$ cat config.mk
export PLATFORM = sky130hd
export DESIGN_NAME = mc_control_fsm
export DESIGN_NICKNAME = d
export VERILOG_FILES = /design/src/rtl/mc_pkg.sv /design/src/rtl/mc_mem_wait_timer.sv /design/src/rtl/mc_control_fsm.sv
export SDC_FILE = /design/constraint.sdc
export NUM_CORES = 1
export LEC_CHECK = 0
export ABC_AREA = 1
export CORE_UTILIZATION = 32
export CTS_CLUSTER_DIAMETER = 150
export DETAILED_ROUTE_END_ITERATION = 16
export GPL_ROUTABILITY_DRIVEN = 0
export PLACE_DENSITY = 0.77
export SLEW_MARGIN = 20
export SYNTH_ARGS = -nofsm -noshare
export SYNTH_HDL_FRONTEND = slang
export SYNTH_SLANG_ARGS = --single-unit
$ cat constraint.sdc
create_clock -name clk_i -period 1.2 [get_ports clk_i]
set_input_delay 0.12 -clock clk_i [delete_from_list [all_inputs] [get_ports clk_i]]
set_output_delay 0.12 -clock clk_i [all_outputs]
set_load 0.01 [all_outputs]
$ cat src/rtl/mc_pkg.sv
// Shared definitions for the multicycle MIPS control unit: state encoding,
// opcodes, ALUOp codes, datapath mux encodings and fault codes.
package mc_pkg;

    typedef enum logic [3:0] {
        ST_IDLE,
        ST_FETCH,
        ST_DECODE,
        ST_MEM_ADR,
        ST_MEM_RD,
        ST_MEM_WB,
        ST_MEM_WR,
        ST_RTYPE_EX,
        ST_RTYPE_WB,
        ST_BRANCH,
        ST_IMM_EX,
        ST_IMM_WB,
        ST_JUMP,
        ST_JAL,
        ST_FAULT
    } state_e;

    localparam logic [5:0] OP_RTYPE = 6'h00;
    localparam logic [5:0] OP_J     = 6'h02;
    localparam logic [5:0] OP_JAL   = 6'h03;
    localparam logic [5:0] OP_BEQ   = 6'h04;
    localparam logic [5:0] OP_BNE   = 6'h05;
    localparam logic [5:0] OP_ADDI  = 6'h08;
    localparam logic [5:0] OP_SLTI  = 6'h0A;
    localparam logic [5:0] OP_ANDI  = 6'h0C;
    localparam logic [5:0] OP_ORI   = 6'h0D;
    localparam logic [5:0] OP_LW    = 6'h23;
    localparam logic [5:0] OP_SW    = 6'h2B;

    localparam logic [2:0] ALU_ADD   = 3'b000;
    localparam logic [2:0] ALU_SUB   = 3'b001;
    localparam logic [2:0] ALU_FUNCT = 3'b010;
    localparam logic [2:0] ALU_AND   = 3'b011;
    localparam logic [2:0] ALU_OR    = 3'b100;
    localparam logic [2:0] ALU_SLT   = 3'b101;

    localparam logic [1:0] PCSRC_ALU    = 2'b00;
    localparam logic [1:0] PCSRC_ALUOUT = 2'b01;
    localparam logic [1:0] PCSRC_JUMP   = 2'b10;

    localparam logic [1:0] SRCB_B       = 2'b00;
    localparam logic [1:0] SRCB_FOUR    = 2'b01;
    localparam logic [1:0] SRCB_IMM     = 2'b10;
    localparam logic [1:0] SRCB_IMM_SH2 = 2'b11;

    localparam logic [1:0] DST_RT = 2'b00;
    localparam logic [1:0] DST_RD = 2'b01;
    localparam logic [1:0] DST_RA = 2'b10;

    localparam logic [1:0] M2R_ALUOUT = 2'b00;
    localparam logic [1:0] M2R_MDR    = 2'b01;
    localparam logic [1:0] M2R_PC     = 2'b10;

    localparam logic [1:0] FAULT_NONE    = 2'b00;
    localparam logic [1:0] FAULT_ILLEGAL = 2'b01;
    localparam logic [1:0] FAULT_TIMEOUT = 2'b10;

    function automatic logic is_mem_state(input state_e s);
        return (s == ST_FETCH) || (s == ST_MEM_RD) || (s == ST_MEM_WR);
    endfunction

endpackage

$ cat src/rtl/mc_mem_wait_timer.sv
// Counts consecutive not-ready cycles of a memory access and flags a timeout
// once MAX_WAIT such cycles have already elapsed and memory is still not ready.
module mc_mem_wait_timer #(
    parameter int MAX_WAIT = 15,
    parameter int WAIT_W   = 4
) (
    input  logic clk_i,
    input  logic reset_ni,
    input  logic active_i,
    input  logic ready_i,
    output logic timeout_o
);

    logic [WAIT_W-1:0] cnt_q;
    logic [WAIT_W-1:0] cnt_d;
    logic              waiting;

    assign waiting   = active_i && !ready_i;
    assign timeout_o = waiting && (cnt_q == WAIT_W'(MAX_WAIT));

    // Every exit from a memory state happens on ready or timeout, so clearing
    // whenever we are not still waiting is the same as clearing on state change.
    always_comb begin
        cnt_d = '0;
        if (waiting && !timeout_o) begin
            cnt_d = cnt_q + 1'b1;
        end
    end

    always_ff @(posedge clk_i or negedge reset_ni) begin
        if (!reset_ni) begin
            cnt_q <= '0;
        end else begin
            cnt_q <= cnt_d;
        end
    end

endmodule

$ cat src/rtl/mc_control_fsm.sv
// Multicycle MIPS control FSM with memory wait/timeout handling and sticky faults.
// Optional PERF_CNT_EN adds retired-instruction and active-cycle counters.
module mc_control_fsm
    import mc_pkg::*;
#(
    parameter int OP_W     = 6,
    parameter int ALUOP_W  = 3,
    parameter int MAX_WAIT = 15,
    parameter int WAIT_W   = 4
) (
    input  logic               clk_i,
    input  logic               reset_ni,
    input  logic [OP_W-1:0]    op_i,
    input  logic               zero_i,
    input  logic               mem_ready_i,
    output logic               iord_o,
    output logic               mem_read_o,
    output logic               mem_write_o,
    output logic               ir_write_o,
    output logic               pc_write_o,
    output logic               pc_write_cond_o,
    output logic               branch_ne_o,
    output logic [1:0]         pc_source_o,
    output logic               alu_src_a_o,
    output logic [1:0]         alu_src_b_o,
    output logic               ext_zero_o,
    output logic [ALUOP_W-1:0] alu_op_o,
    output logic               reg_write_o,
    output logic [1:0]         reg_dst_o,
    output logic [1:0]         mem_to_reg_o,
    output logic               retire_o,
    output logic [1:0]         fault_o,
    output logic [31:0]        perf_instr_o,
    output logic [31:0]        perf_cycle_o
);

    state_e     state_q;
    state_e     state_d;
    logic [1:0] fault_q;
    logic [1:0] fault_d;
    logic       timeout;

    // The branch decision is resolved in the datapath from zero and branch_ne.
    logic       zero_unused;
    assign zero_unused = zero_i;

    mc_mem_wait_timer #(
        .MAX_WAIT (MAX_WAIT),
        .WAIT_W   (WAIT_W)
    ) u_wait_timer (
        .clk_i     (clk_i),
        .reset_ni  (reset_ni),
        .active_i  (is_mem_state(state_q)),
        .ready_i   (mem_ready_i),
        .timeout_o (timeout)
    );

    always_ff @(posedge clk_i or negedge reset_ni) begin
        if (!reset_ni) begin
            state_q <= ST_IDLE;
            fault_q <= FAULT_NONE;
        end else begin
            state_q <= state_d;
            fault_q <= fault_d;
        end
    end

    always_comb begin
        state_d         = state_q;
        fault_d         = fault_q;
        iord_o          = 1'b0;
        mem_read_o      = 1'b0;
        mem_write_o     = 1'b0;
        ir_write_o      = 1'b0;
        pc_write_o      = 1'b0;
        pc_write_cond_o = 1'b0;
        branch_ne_o     = 1'b0;
        pc_source_o     = PCSRC_ALU;
        alu_src_a_o     = 1'b0;
        alu_src_b_o     = SRCB_B;
        ext_zero_o      = 1'b0;
        alu_op_o        = ALUOP_W'(ALU_ADD);
        reg_write_o     = 1'b0;
        reg_dst_o       = DST_RT;
        mem_to_reg_o    = M2R_ALUOUT;
        retire_o        = 1'b0;

        case (state_q)
            ST_IDLE: begin
                state_d = ST_FETCH;
            end
            ST_FETCH: begin
                mem_read_o  = 1'b1;
                alu_src_b_o = SRCB_FOUR;
                ir_write_o  = mem_ready_i;
                pc_write_o  = mem_ready_i;
                if (mem_ready_i) begin
                    state_d = ST_DECODE;
                end else if (timeout) begin
                    state_d = ST_FAULT;
                    fault_d = FAULT_TIMEOUT;
                end
            end
            ST_DECODE: begin
                alu_src_b_o = SRCB_IMM_SH2;
                case (op_i)
                    OP_W'(OP_RTYPE): state_d = ST_RTYPE_EX;
                    OP_W'(OP_LW),
                    OP_W'(OP_SW):    state_d = ST_MEM_ADR;
                    OP_W'(OP_BEQ),
                    OP_W'(OP_BNE):   state_d = ST_BRANCH;
                    OP_W'(OP_ADDI),
                    OP_W'(OP_ANDI),
                    OP_W'(OP_ORI),
                    OP_W'(OP_SLTI):  state_d = ST_IMM_EX;
                    OP_W'(OP_J):     state_d = ST_JUMP;
                    OP_W'(OP_JAL):   state_d = ST_JAL;
                    default: begin
                        state_d = ST_FAULT;
                        fault_d = FAULT_ILLEGAL;
                    end
                endcase
            end
            ST_MEM_ADR: begin
                alu_src_a_o = 1'b1;
                alu_src_b_o = SRCB_IMM;
                state_d     = (op_i == OP_W'(OP_SW)) ? ST_MEM_WR : ST_MEM_RD;
            end
            ST_MEM_RD: begin
                mem_read_o = 1'b1;
                iord_o     = 1'b1;
                if (mem_ready_i) begin
                    state_d = ST_MEM_WB;
                end else if (timeout) begin
                    state_d = ST_FAULT;
                    fault_d = FAULT_TIMEOUT;
                end
            end
            ST_MEM_WB: begin
                reg_write_o  = 1'b1;
                reg_dst_o    = DST_RT;
                mem_to_reg_o = M2R_MDR;
                retire_o     = 1'b1;
                state_d      = ST_FETCH;
            end
            ST_MEM_WR: begin
                mem_write_o = 1'b1;
                iord_o      = 1'b1;
                if (mem_ready_i) begin
                    retire_o = 1'b1;
                    state_d  = ST_FETCH;
                end else if (timeout) begin
                    state_d = ST_FAULT;
                    fault_d = FAULT_TIMEOUT;
                end
            end
            ST_RTYPE_EX: begin
                alu_src_a_o = 1'b1;
                alu_src_b_o = SRCB_B;
                alu_op_o    = ALUOP_W'(ALU_FUNCT);
                state_d     = ST_RTYPE_WB;
            end
            ST_RTYPE_WB: begin
                reg_write_o  = 1'b1;
                reg_dst_o    = DST_RD;
                mem_to_reg_o = M2R_ALUOUT;
                retire_o     = 1'b1;
                state_d      = ST_FETCH;
            end
            ST_BRANCH: begin
                alu_src_a_o     = 1'b1;
                alu_src_b_o     = SRCB_B;
                alu_op_o        = ALUOP_W'(ALU_SUB);
                pc_write_cond_o = 1'b1;
                pc_source_o     = PCSRC_ALUOUT;
                branch_ne_o     = (op_i == OP_W'(OP_BNE));
                retire_o        = 1'b1;
                state_d         = ST_FETCH;
            end
            ST_IMM_EX: begin
                alu_src_a_o = 1'b1;
                alu_src_b_o = SRCB_IMM;
                case (op_i)
                    OP_W'(OP_ANDI): begin
                        alu_op_o   = ALUOP_W'(ALU_AND);
                        ext_zero_o = 1'b1;
                    end
                    OP_W'(OP_ORI): begin
                        alu_op_o   = ALUOP_W'(ALU_OR);
                        ext_zero_o = 1'b1;
                    end
                    OP_W'(OP_SLTI): alu_op_o = ALUOP_W'(ALU_SLT);
                    default:        alu_op_o = ALUOP_W'(ALU_ADD);
                endcase
                state_d = ST_IMM_WB;
            end
            ST_IMM_WB: begin
                reg_write_o  = 1'b1;
                reg_dst_o    = DST_RT;
                mem_to_reg_o = M2R_ALUOUT;
                retire_o     = 1'b1;
                state_d      = ST_FETCH;
            end
            ST_JUMP: begin
                pc_write_o  = 1'b1;
                pc_source_o = PCSRC_JUMP;
                retire_o    = 1'b1;
                state_d     = ST_FETCH;
            end
            ST_JAL: begin
                pc_write_o   = 1'b1;
                pc_source_o  = PCSRC_JUMP;
                reg_write_o  = 1'b1;
                reg_dst_o    = DST_RA;
                mem_to_reg_o = M2R_PC;
                retire_o     = 1'b1;
                state_d      = ST_FETCH;
            end
            ST_FAULT: begin
                state_d = ST_FAULT;
            end
            default: begin
                state_d = ST_IDLE;
            end
        endcase
    end

    assign fault_o = fault_q;

`ifdef PERF_CNT_EN
    logic [31:0] perf_instr_q;
    logic [31:0] perf_cycle_q;

    always_ff @(posedge clk_i or negedge reset_ni) begin
        if (!reset_ni) begin
            perf_instr_q <= '0;
            perf_cycle_q <= '0;
        end else begin
            if ((state_q != ST_IDLE) && (state_q != ST_FAULT)) begin
                perf_cycle_q <= perf_cycle_q + 32'd1;
            end
            if (retire_o) begin
                perf_instr_q <= perf_instr_q + 32'd1;
            end
        end
    end

    assign perf_instr_o = perf_instr_q;
    assign perf_cycle_o = perf_cycle_q;
`else
    assign perf_instr_o = '0;
    assign perf_cycle_o = '0;
`endif

endmodule

# Word-level counts from Yosys, hierarchy flattened
# Cells that the tools add are included.
[classes]
n_addsub = 1
eq_ne = 28
muxes = 31
n_reduce_logical = 25
[ops]
columns = ["cell", "count"]
rows = [
  ["case mux 4 bit (9 select lines)", 1],
  ["equality test 4 bit (second input constant)", 8],
  ["equality test 6 x 4 -> 1 bit (second input constant)", 4],
  ["case mux 4 bit (6 select lines)", 1],
  ["2-to-1 mux 4 bit", 5],
  ["case mux 3 bit (3 select lines)", 2],
  ["equality test 4 x 3 -> 1 bit (second input constant)", 4],
  ["case mux 2 bit (2 select lines)", 4],
  ["OR reduction 2 bit", 7],
  ["equality test 6 x 2 -> 1 bit (second input constant)", 2],
  ["equality test 6 x 3 -> 1 bit (second input constant)", 2],
  ["equality test 6 bit (second input constant)", 2],
  ["OR reduction 4 bit", 3],
  ["2-to-1 mux 1 bit", 11],
  ["OR reduction 11 bit", 1],
  ["equality test 4 x 2 -> 1 bit (second input constant)", 2],
  ["2-to-1 mux 2 bit", 4],
  ["OR reduction 7 bit", 1],
  ["zero test 6 bit", 1],
  ["case mux 2 bit (3 select lines)", 1],
  ["OR reduction 6 bit", 1],
  ["adder 4 x 1 -> 4 bit (second input constant)", 1],
  ["equality test 4 x 1 -> 1 bit (second input constant)", 1],
  ["zero test 4 bit", 1],
  ["9 further kinds", 15],
]
[totals]
inputBits = 10
ff_bits = 10
out_inout_bits = 88
word_cells = 88

# Depth between registers and ports, before layout
[depth]
depth_word = 8
mapped_depth = 10
depth_no_buf = 10

# Cells and area by module
# A second synthesis with hierarchy kept.
[unflattened]
hier_cells = 225
area_unflattened_um2 = 1496.4
[modules_own_cells]
columns = ["mod", "n_inst", "area_per_inst_um2", "cells_each"]
rows = [
  ["mc_control_fsm", 1, 1300.0, 201],
  ["mc_mem_wait_timer", 1, 196.4, 24],
]

# Worst setup path after synthesis
# No wires, ideal clock.
[synth_timing]
kind = "reg2out"
from = "reg state_q[2]"
to = "out branch_ne_o"
arrival_ps = 1304
path_stages_with_launch = 6
path_slack_ps = -224
cell_sequence = "dfrtp_1 -> inv_1 -> nand2_1 -> nor2_1 -> inv_1 -> nor4_1"
[synth_via]
elab_chain_cells = 2
[synth_rtl]
columns = ["item", "line_no", "source"]
rows = [
  ["from (decl)", "mc_control_fsm.sv:37", "state_e state_q;"],
  ["from (signal assigned)", "mc_control_fsm.sv:63", "state_q <= state_d;"],
  ["equality test 4 bit", "mc_control_fsm.sv:88", "case (state_q)"],
  ["2-to-1 mux 1 bit", "mc_control_fsm.sv:88", ""],
  ["to (decl)", "mc_control_fsm.sv:22", "output logic branch_ne_o,"],
]
# No other way between the ends.

# Worst setup path in the final report
[layout_timing]
from = "reg state_q[1]"
to = "out reg_write_o"
[layout_via]
elab_chain_cells = 3
[layout_rtl]
columns = ["item", "line_no", "source"]
rows = [
  ["equality test 4 bit / equality test 4 x 3 -> 1 bit (equally long branches)", "mc_control_fsm.sv:88", ""],
  ["OR reduction 4 bit (no line) *", "n/a", ""],
  ["2-to-1 mux 1 bit *", "mc_control_fsm.sv:88", ""],
  ["to (decl)", "mc_control_fsm.sv:28", "output logic reg_write_o,"],
]
# Every way passes the cells marked *; elsewhere a longest branch is shown, timed or not.

==> results.json <==
{
  "status": "finished with violations",
  "violations": "setup timing",
  "seq_area_um2": 253,
  "worst_slack_ns": -0.480,
  "dp_slack_ns": -0.804,
  "critPathArrivalTime_ns": 1.56,
  "antenna_found_initial": 0,
  "syn-instance-count": 221,
  "row_count": 23,
  "leakage_uw": 0.00128,
  "clockBufferDepth": 2,
  "place_area_um2": 2010,
  "ios": 98,
  "die_area_um2": 4750,
  "fin_setup_tns_ns": -10.22,
  "drcViolationCount": 0,
  "hpwlAfterDp_um": 2900,
  "grt_overflow_total": 0,
  "synth_top_family_by_area": "buffers and inverters",
  "maxSlewViolCount": 0,
  "die_h_um": 68.9,
  "start_kind": "flop",
  "path_class": "flop to output port",
  "port_buffers": 32,
  "cts.sinks": 10,
  "cts_htree_levels": 1,
  "min_period_ns": 1.68,
  "critPathSlowestCell": "dfrtp_1",
  "antenna_cells": 0,
  "initial_core_util": 0.346,
  "grt_usage": 0.161,
  "cts_root_buf": "clkbuf_8",
  "synth_ff_type": "dfrtp_1",
  "synthAdderAreaFrac": 0.00873,
  "synth-simple-area-share": 0.318,
  "synth.distinct_cells": 27,
  "insertion_delay_ns": 0.24,
  "synth_compound_area_frac": 0.0794,
  "muxShareOfSynthArea": 0,
  "synth.ff_latch_count": 10,
  "ir_worst_vdd_uv": 649,
  "cp_slowest_stage_delay_ns": 0.40,
  "required_ns": 1.08,
  "dp.cells": 354,
  "yosys.area_share.xor_xnor": 0.0122,
  "grt_start_max_net_pins": 11,
  "numCtsBuffers": 3,
  "ys_seq_area_frac": 0.175,
  "clock.fmax_ghz": 0.595,
  "areaGrowthSynthToFinish_pct": 58.6,
  "setup_violations": 32,
  "drive_gt1_frac": 0.451,
  "grt_pass1_vias": 1337,
  "hp-class": "input port to async pin",
  "skew_ns": 0.00439,
  "vias_per_cell": 4.31,
  "max_cap_violations": 0,
  "synth_edf_count": 0,
  "cellPowerDensity_nw_per_um2": 1920,
  "syn_area_um2": 1430,
  "stdcell_count": 367,
  "core-area_um2": 4140,
  "nets": 329,
  "yosys_warnings": 0,
  "post_drt_wl_per_cell_um": 11.0,
  "die_w_um": 68.9,
  "path_cells": "inv_2, nor2_4, buf_4, nor2_2, nand2_1, o21ai_1, buf_2",
  "path_delay_family": "buffers and inverters",
  "antenna_left": 0,
  "fin_area_um2": 2270,
  "final_hold_viol_count": 0,
  "crit_buf_inv": 3,
  "postSynthAreaPerCell_um2": 6.49,
  "cp_max_fo": 4,
  "cts_tree": "yes",
  "crit_path_end_kind": "output port",
  "fill_cells": 391,
  "drtIter0Drc": 71,
  "grt_setup_unrepaired": "yes",
  "grt_first_pass_wirelength_um": 5850,
  "route.final.wire_length_um": 4050,
  "num_vias": 1583,
  "period_share": 1.40,
  "holdBufCountCts": 0,
  "multi_input_area_um2": 1010,
  "layout.core_utilization": 0.549,
  "first_pass_iters": 4,
  "async_flop_share": 1.00,
  "cts.clk_slew.worst_paths_ns": 0.05
}
metal layers:
metal,vias up,GRT usage,wire (um)
met2,74,0.295,2130
met4,0,0.0510,103
li1,758,-,-
met5,-,0,0
met3,9,0.0132,202
met1,742,0.197,1610
final timing paths:
| check | start | endpoint | slack, ns | depth (start not counted) |
|---|---|---|---|---|
| max in group asynchronous | reset_ni | state_q[3] | 0.65 | 1 |
| min in group clk_i | fault_o[1] | fault_o[1] | 0.48 | 2 |
| worst max-delay path | state_q[1] | reg_write_o | -0.48 | 7 |
| worst min register to register | fault_o[1] | fault_o[1] | 0.48 | 2 |
| worst max register to register | state_q[2] | state_q[2] | -0.41 | 11 |
| worst min-delay path | reset_ni | state_q[1] | 0.21 | 1 |
cell type report:
cell class / instances / area share
Multi-Input combinational cell: 184 / 0.444
Timing Repair Buffer: 94 / 0.351
Sequential cell: 10 / 0.111
Inverter: 25 / 0.0424
Tap cell: 50 / 0.0275
Clock buffer: 4 / 0.0242
state kept, by name, summed over array words and instances, names as in the netlist:
name	count
state_q	4
u_wait_timer.cnt_q	4
fault_o	2
metrics by stage:
stage	power [uW]	hold WS, ns
floorplan	1930	-0.176
global placement	3170	0.458
global route	4590	0.238
detailed placement	3230	0.465
CTS	3930	0.218
finish	4360	0.207
cell families (layout without fill, tap and decap cells):
| logic type | count (synthesis) | in the layout |
|---|---|---|
| XOR/XNOR | 2 | 2 |
| other | 1 | 64 |
| flip-flops | 10 | 10 |
| adder cells (fa/ha/maj) | 1 | 1 |
| AND/OR/NAND/NOR | 98 | 98 |
| buffers and inverters | 90 | 123 |
| AO/OA/AOI/OAI | 19 | 19 |
synthesized netlist by cell type, types with 3 or more instances:
cell | number | area, um2
dfrtp_1 | 10 | 250
nand2_1 | 34 | 128
nor2_1 | 32 | 120
a21oi_1 | 6 | 30.0
o211ai_1 | 4 | 30.0
inv_1 | 23 | 86.3
nor2_4 | 4 | 45.0
buf_4 | 64 | 480
o21ai_0 | 5 | 25.0
nand2_2 | 3 | 18.8
nand3_1 | 17 | 85.1
placed cells by master, fill, tap and decap left out, types with 4 or more instances in the layout:
master and instances:
buf_2 13, buf_4 45, buf_6 22, clkbuf_8 4, clkdlybuf4s50_1 7, conb_1 64, dfrtp_1 8, dlygate4sd2_1 4
inv_1 15, inv_2 9, nand2_1 26, nand2_2 6, nand2_4 7, nand3_1 16, nor2_1 15, nor2_2 12
nor2_4 10, o211ai_1 4
worst register-to-register path, delay by kind of cell (launching register included):
family | cells | cell delay (ns)
compound gates | 1 | 0.14
buf+inv | 3 | 0.36
flops | 1 | 0.43
simple gates | 7 | 0.57
power breakdown:
part,switching [uW],internal (uW),total (uW)
Clock,140,289,429
Sequential,125,451,576
Combinational,1750,1600,3350
timing repair:
| item | 4_1_cts | 5_1_grt |
|---|---|---|
| pin swaps | 12 | 7 |
| gates resized for setup | 120 | 34 |
| setup endpoints to repair | 34 | 32 |
| buffers inserted | 6 | 6 |
| endpoints found under the hold margin | 0 | 0 |
| cloned | 0 | 0 |
No activity file was read; power rests on OpenSTA's default activity.
